**config.mk**
```make
export PLATFORM = sky130hd
export DESIGN_NAME = wash_phase_timer
export DESIGN_NICKNAME = d
export VERILOG_FILES = /design/src/rtl/wash_phase_timer.sv
export SDC_FILE = /design/constraint.sdc
export NUM_CORES = 1
export LEC_CHECK = 0
export BUFFER_PORTS_ARGS = -buffer_cell sky130_fd_sc_hd__buf_2
export CORE_MARGIN = 1
export CORE_UTILIZATION = 60
export DETAILED_ROUTE_END_ITERATION = 7
export PLACE_DENSITY = 0.78
export SKIP_LAST_GASP = 1
export SYNTH_ARGS = -nofsm -noshare
export SYNTH_HDL_FRONTEND = slang
export SYNTH_SLANG_ARGS = --single-unit
```
**constraint.sdc**
```tcl
create_clock -name clk -period 8.15 [get_ports clk]
set_clock_uncertainty 0.1 [all_clocks]
set_input_delay 0.815 -clock clk [delete_from_list [all_inputs] [get_ports clk]]
set_output_delay 0.815 -clock clk [all_outputs]
set_load 0.02 [all_outputs]
```
**src/rtl/wash_phase_timer.sv**
```systemverilog
// Phase-aware duration timer for the washing-machine controller: decodes the active phase from
// actuator outputs and raises a done flag after a load-scaled time. Optional door pause: DOOR_PAUSE_EN.
module wash_phase_timer #(
  parameter int TICK_DIV = 50_000_000,
  parameter int CW       = 16,
  parameter int FILL_T   = 30,
  parameter int WASH_T   = 600,
  parameter int RINSE_T  = 300,
  parameter int DRAIN_T  = 60,
  parameter int SPIN_T   = 120
) (
  input  logic       clk,
  input  logic       reset_n,
  input  logic       clr,
  input  logic [1:0] load,
  input  logic       water,
  input  logic       agitator,
  input  logic       motor,
  input  logic       pump,
  input  logic       speed,
`ifdef DOOR_PAUSE_EN
  input  logic       door,
`endif
  output logic       td,
  output logic       tf,
  output logic       tr,
  output logic       ts,
  output logic       tw
);

  localparam int PW = $clog2(TICK_DIV);
  localparam logic [PW-1:0] PRE_LAST = PW'(TICK_DIV - 1);

  // P_HOLD only ever appears on the decoded side; the phase register never holds it.
  typedef enum logic [2:0] {
    P_IDLE, P_FILL, P_WASH, P_RINSE, P_DRAIN, P_SPIN, P_HOLD
  } phase_t;

  phase_t          phase_q, phase_d, dec;
  logic [PW-1:0]   pre_q, pre_d;
  logic [CW-1:0]   cnt_q, cnt_d, cnt_inc;
  logic [4:0]      flags_q, flags_d, phase_flag;  // {td, tf, tr, ts, tw}
  logic            agit_q, agit_d;
  logic [1:0]      load_q, load_d;
  logic [CW-1:0]   base, mult, target;
  logic [4:0]      act;
  logic            paused;

`ifdef DOOR_PAUSE_EN
  assign paused = door;
`else
  assign paused = 1'b0;
`endif

  assign act = {water, agitator, motor, pump, speed};

  always_comb begin
    dec = P_HOLD;
    casez (act)
      5'b10000: dec = P_FILL;
      5'b0111?: dec = agit_q ? P_RINSE : P_WASH;
      5'b00010: dec = P_DRAIN;
      5'b00111: dec = P_SPIN;
      5'b00000: dec = P_IDLE;
      default:  dec = P_HOLD;
    endcase
  end

  always_comb begin
    base       = '0;
    phase_flag = 5'b00000;
    case (phase_q)
      P_FILL:  begin base = CW'(FILL_T);  phase_flag = 5'b01000; end
      P_WASH:  begin base = CW'(WASH_T);  phase_flag = 5'b00001; end
      P_RINSE: begin base = CW'(RINSE_T); phase_flag = 5'b00100; end
      P_DRAIN: begin base = CW'(DRAIN_T); phase_flag = 5'b10000; end
      P_SPIN:  begin base = CW'(SPIN_T);  phase_flag = 5'b00010; end
      default: begin base = '0;           phase_flag = 5'b00000; end
    endcase
  end

  assign mult    = CW'(load_q) + CW'(1);
  assign target  = base * mult;
  assign cnt_inc = cnt_q + CW'(1);

  always_comb begin
    phase_d = phase_q;
    pre_d   = pre_q;
    cnt_d   = cnt_q;
    flags_d = flags_q;
    agit_d  = agit_q;
    load_d  = load_q;
    if (clr) begin
      phase_d = P_IDLE;
      pre_d   = '0;
      cnt_d   = '0;
      flags_d = '0;
      agit_d  = 1'b0;
      load_d  = '0;
    end else if (!paused && dec != P_HOLD) begin
      if (dec != phase_q) begin
        phase_d = dec;
        pre_d   = '0;
        cnt_d   = '0;
        flags_d = '0;
        if (phase_q == P_WASH || phase_q == P_RINSE) agit_d = 1'b1;
        if (phase_q == P_IDLE && dec == P_FILL) load_d = load;
      end else if (phase_q != P_IDLE && cnt_q != target) begin
        // Once the unit count hits target both counters stop, so the flag simply holds.
        if (pre_q == PRE_LAST) begin
          pre_d = '0;
          cnt_d = cnt_inc;
          if (cnt_inc == target) flags_d = phase_flag;
        end else begin
          pre_d = pre_q + PW'(1);
        end
      end
    end
  end

  always_ff @(posedge clk or negedge reset_n) begin
    if (!reset_n) begin
      phase_q <= P_IDLE;
      pre_q   <= '0;
      cnt_q   <= '0;
      flags_q <= '0;
      agit_q  <= 1'b0;
      load_q  <= '0;
    end else begin
      phase_q <= phase_d;
      pre_q   <= pre_d;
      cnt_q   <= cnt_d;
      flags_q <= flags_d;
      agit_q  <= agit_d;
      load_q  <= load_d;
    end
  end

  assign {td, tf, tr, ts, tw} = flags_q;

endmodule

```
==> results.toml, run 1 <==
[worst_setup_path]
path_class = "register to register"
crit_path_max_incr_delay_ns = 0.86
r2r_end = "flags_q[1]"
reg2reg_depth = 18
arrival_ns = 6.01
cp_max_fo = 31
regToRegStartpoint = "phase_q[0]"
path_cells = "inv_1 > nor3_1 > nand2b_1 > nand2_1 > nor2_1 > fa_1 > ha_1 > inv_1 > fa_1 > xnor2_1 > a2111oi_2 > nand4_1 > or4_1 > a2111o_1 > o21ai_2 > nor2b_1 > o21ai_2 > a22o_1"
r2r_slack_ns = 2.29
endpoint_kind = "register"
required_ns = 8.30
crit_slowest_cell = "o21ai_2"
start_kind = "register"

[finish]
fillCellCount = 573
area_growth_pct = 4.88
final_util = 0.653
layout-drive-gt1-share = 0.0870
nets = 539
diodes = 0

[sta]
min_period_ns = 5.86
setup_viol = 0
relSlewSlack = 0.270
fin_setup_tns_ns = 0
fmax_mhz = 171
hold_violations = 0
rsz0062_at_grt = "false"
fin_crit_sh = 0.719
slew_violations = 0
max_slew.worst_pin.slew_ns = 1.09

[grt]
grt_antenna_before_repair = 0
gr-total-overflow = 0
grt_max_degree = 54
grt_pass1_vias = 3476
track_usage = 0.275
grt_pass1_wl_um = 16400

[clock_tree]
path_clk_slew_ns = 0.10
cts_made_buffers = 5
cts_tree = "yes"
post_cts_buffers = 0
clock-sinks = 53
clk_latency_ns = 0.32
cts_hold_buf = 0
clockRootBuffer = "clkbuf_8"
ctsResizeCount = 0
htree_levels = 2
cts_max_path_buffers = 2

[synthesis]
yosysUniqueCellTypes = 58
synth-edff-count = 0
synth.most_common_cell = "nor2_1"
yosys_register_bits = 53
ys_async_sr_fraction = 1.00
synth_area_per_cell_um2 = 8.45
syn_nets = 535
synth_top_area_frac = 0.313
synth_cells = 501
synth_area_leaders = "dfrtp_1 31%, ha_1 5.6%, xnor2_1 5.2%, o21ai_0 5.1%, nor2_1 4.8%"
synth_common_cells = "54 x nor2_1, 53 x dfrtp_1, 43 x o21ai_0"
ys.flop_type = "dfrtp_1"
yosysWarnings = 0
synth_area_um2 = 4230
synth_seq_area_share = 0.313
synth_top_area_cell = "dfrtp_1"

[route]
drc = 0
first_iter_violations = 238
drt_pre_antenna_iters = 5
routed_wl_um = 9580
viasPerCell = 6.30
antenna_left = 0
wl_per_cell_um = 15.9
num_vias = 3795

[placed_design]
dp_hpwl_um = 7030
portBuffers = 14
place_congestion = 0.910

[power]
power.switching_uw = 150
p_clk_frac = 0.314
ir_worst_vdd_mv = 0.0732
p_leak_uw = 0.00198
power_density_nw_per_um2 = 115
switching_share = 0.294
pwr-share-seq = 0.523
combPwrFrac = 0.163
internal_power_uw = 361

[floorplanning]
fp.dieArea_um2 = 7390
placement_rows = 30
die_h_um = 86.0
initial_core_util = 0.623
die-width_um = 86.0
io_pins = 15
core_um2 = 6790

[status]
status = "complete, no violations"

[hold_path]
hold_depth = 1
whs_endpoint = "pre_q[14]"
hp-start = "pre_q[14]"
hold_path_class = "register to register"

[job]
maxCapViolCount = 0
layout by cell type, fill, tap and decap left out, types with 13 or more instances in the layout:
cell,count
nand4_1,14
xnor2_1,25
nand3_1,22
o31ai_1,15
inv_1,22
ha_1,19
dfrtp_1,53
nand2b_1,13
buf_2,14
nand2_1,24
and2_1,13
a21oi_1,15
and3_1,16
nor2_1,54
o21ai_0,43
flip-flops by register name, summed over array words and instances (netlist names):
register  flops
pre_q        26
cnt_q        16
agit_q        1
load_q        2
flags_q       5
phase_q       3
cell families after synthesis:
logic type | share of synthesized area
compound gates | 0.213
xor+xnor | 0.0748
fa+ha+maj | 0.0798
buf+inv | 0.0455
flops | 0.313
mux | 0.00946
simple gates | 0.265
routing by layer:
metal / part of all wire / global-route usage / routed length [µm] / vias to the layer above
li1: - / - / - / 1856
met1: 0.49 / 0.392 / 4680 / 1830
met2: 0.46 / 0.445 / 4380 / 92
met3: 0.040 / 0.0279 / 386 / 17
met4: 0.015 / 0.0758 / 143 / 0
met5: 0 / 0 / 0 / -
per-stage QoR:
stage / total power [µW] / setup WS [ns] / hold WS [ns] / cells / cell area (µm²)
2_1_floorplan: 335 / 3.31 / 0.337 / 501 / 4230
3_3_place_gp: 353 / 2.52 / 0.360 / 594 / 4340
3_5_place_dp: 355 / 2.40 / 0.374 / 594 / 4340
4_1_cts: 514 / 2.32 / 0.391 / 602 / 4440
5_1_grt: 535 / 1.96 / 0.419 / 602 / 4440
6_report: 511 / 2.29 / 0.391 / 602 / 4440
worst max path at each step:
stage            endpoint  slack, ns  startpoint
3_3_place_gp    pre_q[16]       2.52  phase_q[0]
2_1_floorplan   cnt_q[13]       3.31  phase_q[0]
6_report       flags_q[1]       2.29  phase_q[0]
4_1_cts        flags_q[1]       2.32  phase_q[0]
3_5_place_dp   flags_q[1]       2.40  phase_q[0]
5_1_grt        flags_q[1]       1.96  phase_q[0]
final cells by class:
class	instances	area, µm²	area share
Clock buffer	6	82.6	0.0186
Clock inverter	2	13.8	0.00310
Timing Repair Buffer	18	100	0.0225
Inverter	22	82.6	0.0186
Multi-Input combinational cell	405	2710	0.611
Tap cell	96	120	0.0271
Sequential cell	53	1330	0.299
power by group through the flow:
stage          Clock (µW)  Combinational (µW)  Sequential, µW
2_1_floorplan           0                64.8             271
3_3_place_gp            0                80.7             272
3_5_place_dp            0                82.3             273
4_1_cts               164                83.2             267
5_1_grt               174                92.7             268
6_report              160                83.2             267
worst max-delay path: cells and delay by family (launching register included):
family | cells | cell delay (ns)
xor+xnor | 1 | 0.19
compound gates | 5 | 1.90
flops | 1 | 0.55
simple gates | 7 | 1.73
buf+inv | 2 | 0.21
fa+ha+maj | 3 | 1.11
Power figures use the tool's default switching activity.
==> inputs of run 2 (changes only) <==
--- a/config.mk
+++ b/config.mk
@@ -7,9 +7,9 @@
 export LEC_CHECK = 0
 export BUFFER_PORTS_ARGS = -buffer_cell sky130_fd_sc_hd__buf_2
 export CORE_MARGIN = 1
-export CORE_UTILIZATION = 60
+export CORE_UTILIZATION = 57
 export DETAILED_ROUTE_END_ITERATION = 7
-export PLACE_DENSITY = 0.78
+export PLACE_DENSITY = 0.77
 export SKIP_LAST_GASP = 1
 export SYNTH_ARGS = -nofsm -noshare
 export SYNTH_HDL_FRONTEND = slang
==> constraint.sdc (replaced) <==
create_clock -name clk -period 4.7 [get_ports clk]
set_clock_uncertainty 0.1 [all_clocks]
set_input_delay 0.47 -clock clk [delete_from_list [all_inputs] [get_ports clk]]
set_output_delay 0.47 -clock clk [all_outputs]
set_load 0.02 [all_outputs]
==> results.toml, run 2 (synthesis gave the netlist of run 1 again) <==
[status]
status = "complete, but fails checks"
violations = "negative setup slack"

[sta]
max_slew.worst_pin.slew_ns = 0.974
fin_crit_sh = 1.05
relSlewSlack = 0.351
setup_viol = 46
whs_ns = 0.162
setup_ws_ns = -0.217
min_period_ns = 4.92
fin_setup_tns_ns = -4.64
hold_violations = 0
slew_violations = 0
fmax_mhz = 203
rsz0062_at_grt = "true"

[grt]
track_usage = 0.271
grt_pass1_vias = 3542
grt_antenna_before_repair = 0
grt_pass1_wl_um = 16700
gr-total-overflow = 0
grt_max_degree = 54

[clock_tree]
cts_max_path_buffers = 2
clock-sinks = 53
path_clk_slew_ns = 0.12
cts_made_buffers = 5
clk_latency_ns = 0.32
htree_levels = 2
cts_tree = "yes"
clockRootBuffer = "clkbuf_8"

[worst_setup_path]
required_ns = 4.83
start_kind = "register"
arrival_ns = 5.04
endpoint_kind = "register"
cp_max_fo = 10
path_class = "register to register"

[power]
power_density_nw_per_um2 = 200
p_leak_uw = 0.00227
ir_worst_vdd_mv = 0.141

[floorplanning]
die_h_um = 88.2
die-width_um = 88.2
fp.dieArea_um2 = 7770
initial_core_util = 0.587
placement_rows = 31
core_um2 = 7210
io_pins = 15

[placed_design]
place_congestion = 0.861
portBuffers = 14
place_worst_setup_slack_ns = -0.00712
dp_hpwl_um = 7600

[finish]
layout-drive-gt1-share = 0.228
area_growth_pct = 18.9
nets = 577
top_regs = "pre_q (26), cnt_q (16), flags_q (5)"
layout_common_cells = "52 x nor2_1, 52 x dfrtp_1, 29 x buf_4"
seq_area_um2 = 1330
top_register = "pre_q"
fillCellCount = 558
largest_register_ffs = 26
diodes = 0
multiInputGateArea_um2 = 3000

[route]
antenna_left = 0
drt_pre_antenna_iters = 5
wl_per_cell_um = 18.3
drc = 0
viasPerCell = 6.46
num_vias = 4152
routed_wl_um = 11800
first_iter_violations = 430

[job]
maxCapViolCount = 0

[hold_path]
hold_path_class = "input port to asynchronous set/reset pin"
-- run 2: cell types whose count changed in the layout (fill, tap and decap cells not counted), moves of 7 or more --
cell / before / now
buf_4: 4 / 29
o21ai_0: 43 / 19
o21ai_2: 6 / 17
o21ai_1: 4 / 14
buf_6: 0 / 7
-- run 2: stage by stage --
step	instance area (µm²)	std cells	util	total power [µW]
floorplan	4240	501	-	583
global placement	4470	612	0.619	628
detailed placement	4470	612	0.619	632
CTS	4570	620	0.634	920
global route	5030	643	0.698	1050
finish	5030	643	0.698	1010
-- run 2: per-layer routing --
metal	up-vias	routed length [µm]	GRT usage
li1	1934	-	-
met1	2042	5270	0.384
met2	154	5650	0.442
met3	22	653	0.0339
met4	0	202	0.0587
met5	-	0	0
-- run 2: where the power goes --
part	total (µW)	internal [µW]	leakage [µW]	switching, µW
logic	261	118	0.00148	143
registers	463	459	0.000737	3.98
clock network	286	109	0.0000452	177
-- run 2: path summary, 6_finish.rpt --
path	from	end	slack [ns]	cells past startpoint
max	phase_q[0]	pre_q[17]	-0.22	19
min	reset_n	pre_q[17]	0.16	2
max reg2reg	phase_q[0]	pre_q[17]	-0.22	19
min reg2reg	agit_q	agit_q	0.42	2
max in group asynchronous	reset_n	phase_q[2]	3.84	2
min in group clk	load[1]	load_q[1]	0.30	3
-- run 2: worst max-delay path: stages, from the launching register on --
cell and delay [ns]:
dfrtp_1 0.41, buf_4 0.18, xnor2_1 0.23, nor2_1 0.10
nor2_1 0.16, nor2_1 0.08, fa_1 0.52, inv_2 0.05
fa_1 0.52, xnor2_2 0.19, a2111oi_4 0.35, nand4_1 0.12
or4_1 0.53, a2111o_1 0.45, o21ai_4 0.23, buf_6 0.13
buf_4 0.13, nor3_1 0.07, xnor2_1 0.21, nor2_1 0.05
-- run 2: cell type report --
class | instances | area share
clock buffers | 5 | 0.0137
clock inverters | 3 | 0.00497
inverters | 22 | 0.0164
multi-input cells | 409 | 0.595
flip-flops and latches | 53 | 0.264
well taps | 99 | 0.0246
repair buffers | 52 | 0.0818
-- run 2: repair_timing --
action | in CTS | in global routing
hold buffers | 0 | 0
resized for setup | 3 | 89
pin swaps | 0 | 28
setup endpoints to repair | 15 | 47
cloned | 0 | 5
buffers inserted | 0 | 18
==> inputs of run 3 (changes only) <==
--- a/config.mk
+++ b/config.mk
@@ -10,6 +10,7 @@
 export CORE_UTILIZATION = 57
 export DETAILED_ROUTE_END_ITERATION = 7
 export PLACE_DENSITY = 0.77
+export REMOVE_ABC_BUFFERS = 1
 export SKIP_LAST_GASP = 1
 export SYNTH_ARGS = -nofsm -noshare
 export SYNTH_HDL_FRONTEND = slang
==> results.toml, run 3 (synthesis gave the netlist of run 1 again) <==
[placed_design]
portBuffers = 14
place_congestion = 0.988
dp_hpwl_um = 7560
place_area_um2 = 4460

[worst_setup_path]
path_class = "register to register"
cpLargestDelayFamily = "simple AND/OR/NAND/NOR gates"
path_buf_inv = 4
start_kind = "register"
crit_path_max_incr_delay_ns = 0.51
crit_start = "phase_q[1]"
endpoint_kind = "register"
path_cells = "inv_4 > buf_4 > nor2_2 > a21oi_1 > or2_2 > fa_1 > inv_1 > ha_2 > a21o_1 > a31o_2 > or4_1 > o211ai_1 > xor2_1 > nand4_1 > nor4_2 > buf_4 > and4_4 > a22o_1"
crit_slowest_cell = "fa_1"
required_ns = 4.86
regToRegStartpoint = "phase_q[1]"
arrival_ns = 4.72
crit_path_frequent_cell = "buf_4"
cp_max_fo = 5

[status]
status = "complete, no violations"

[floorplanning]
core_um2 = 7210
fp.dieArea_um2 = 7770
die_h_um = 88.2
placement_rows = 31
io_pins = 15
initial_core_util = 0.587
die-width_um = 88.2

[power]
combPwrFrac = 0.211
power.switching_uw = 298
internal_power_uw = 727
p_leak_uw = 0.00218
switching_share = 0.291
ir_worst_vdd_mv = 0.164
p_clk_frac = 0.337
pwr-share-seq = 0.452
power_density_nw_per_um2 = 207

[route]
drt_pre_antenna_iters = 5
antenna_left = 0
first_iter_violations = 322
routed_wl_um = 11200
wl_per_cell_um = 17.7
drc = 0
viasPerCell = 6.43
num_vias = 4086

[finish]
layout_common_cells = "51 x dfrtp_1, 49 x nor2_1, 40 x o21ai_0"
nets = 569
final_common_cell = "dfrtp_1"
area_growth_pct = 16.7
fillCellCount = 548
largest_register_ffs = 26
top_regs = "pre_q (26), cnt_q (16), flags_q (5)"
layout-drive-gt1-share = 0.203
design_area_um2 = 4940
diodes = 0
final_util = 0.685
top_register = "pre_q"

[sta]
relSlewSlack = 0.399
fmax_mhz = 219
hold_violations = 0
min_period_ns = 4.56
slew_violations = 0
fin_crit_sh = 0.970
setup_viol = 0
max_slew.worst_pin.slew_ns = 0.889

[clock_tree]
htree_levels = 2
cts_made_buffers = 5
cts_hold_buf = 0
path_clk_slew_ns = 0.11
clk_latency_ns = 0.32
cts_max_path_buffers = 2
clock-sinks = 53
cts_tree = "yes"
clockRootBuffer = "clkbuf_8"

[grt]
track_usage = 0.294
grt_max_degree = 54
grt_antenna_before_repair = 0
gr-total-overflow = 0
grt_pass1_vias = 3727
grt_pass1_wl_um = 17700

[hold_path]
hold_path_class = "input port to asynchronous set/reset pin"

[job]
maxCapViolCount = 0
[run 3: changes by cell type in the layout (fill, tap and decap cells not counted), sizes merged]
cell,change
bufinv,+1
clkinvlp,-1
or2,-1
inv,-1
buf,-6
[run 3: path summary, 6_finish.rpt]
path | to | slack, ns | depth (start not counted)
setup / recovery | flags_q[0] | 0.14 | 18
hold / removal | pre_q[2] | 0.15 | 2
max in group asynchronous | phase_q[2] | 3.87 | 2
min in group clk | load_q[1] | 0.30 | 3
hold reg to reg | pre_q[14] | 0.38 | 1
setup reg to reg | flags_q[0] | 0.14 | 18
[run 3: routing by layer]
metal	vias up	track usage	wire [µm]
li1	1917	-	-
met1	1986	0.406	4840
met2	157	0.466	5400
met3	26	0.0405	676
met4	0	0.119	319
met5	-	0	0
[run 3: repair_timing]
| item | in CTS | in global routing |
|---|---|---|
| pin swaps | 10 | 7 |
| setup buffers | 11 | 2 |
| gates resized for setup | 24 | 37 |
| endpoints found under the setup margin | 45 | 47 |
| gates cloned | 2 | 1 |
[run 3: per-stage QoR]
stage / power, µW / setup TNS (ns) / setup WS [ns] / cells / hold slack (ns)
after floorplan: 568 / -10.91 / -0.300 / 480 / 0.0744
after global routing: 1070 / -0.296 / -0.0307 / 635 / 0.215
final: 1020 / 0 / 0.141 / 635 / 0.151
after global placement: 626 / 0 / 0.0267 / 612 / 0.359
after CTS: 1010 / 0 / 0.000318 / 633 / 0.189
after detailed placement: 630 / -2.81 / -0.139 / 612 / 0.361
[run 3: power groups by stage]
stage          sequential, µW  combinational (µW)  clock, µW
3_3_place_gp              470                 156          0
4_1_cts                   462                 198        351
5_1_grt                   464                 234        369
3_5_place_dp              471                 159          0
2_1_floorplan             472                96.6          0
6_report                  463                 216        345
[run 3: cell type report]
cell class | instances | area [µm²] | share of cell area
repair buffers | 45 | 327 | 0.0661
flip-flops and latches | 53 | 1330 | 0.269
inverters | 22 | 85.1 | 0.0172
clock inverters | 2 | 41.3 | 0.00836
well taps | 99 | 124 | 0.0251
clock buffers | 6 | 82.6 | 0.0167
multi-input cells | 408 | 2950 | 0.598
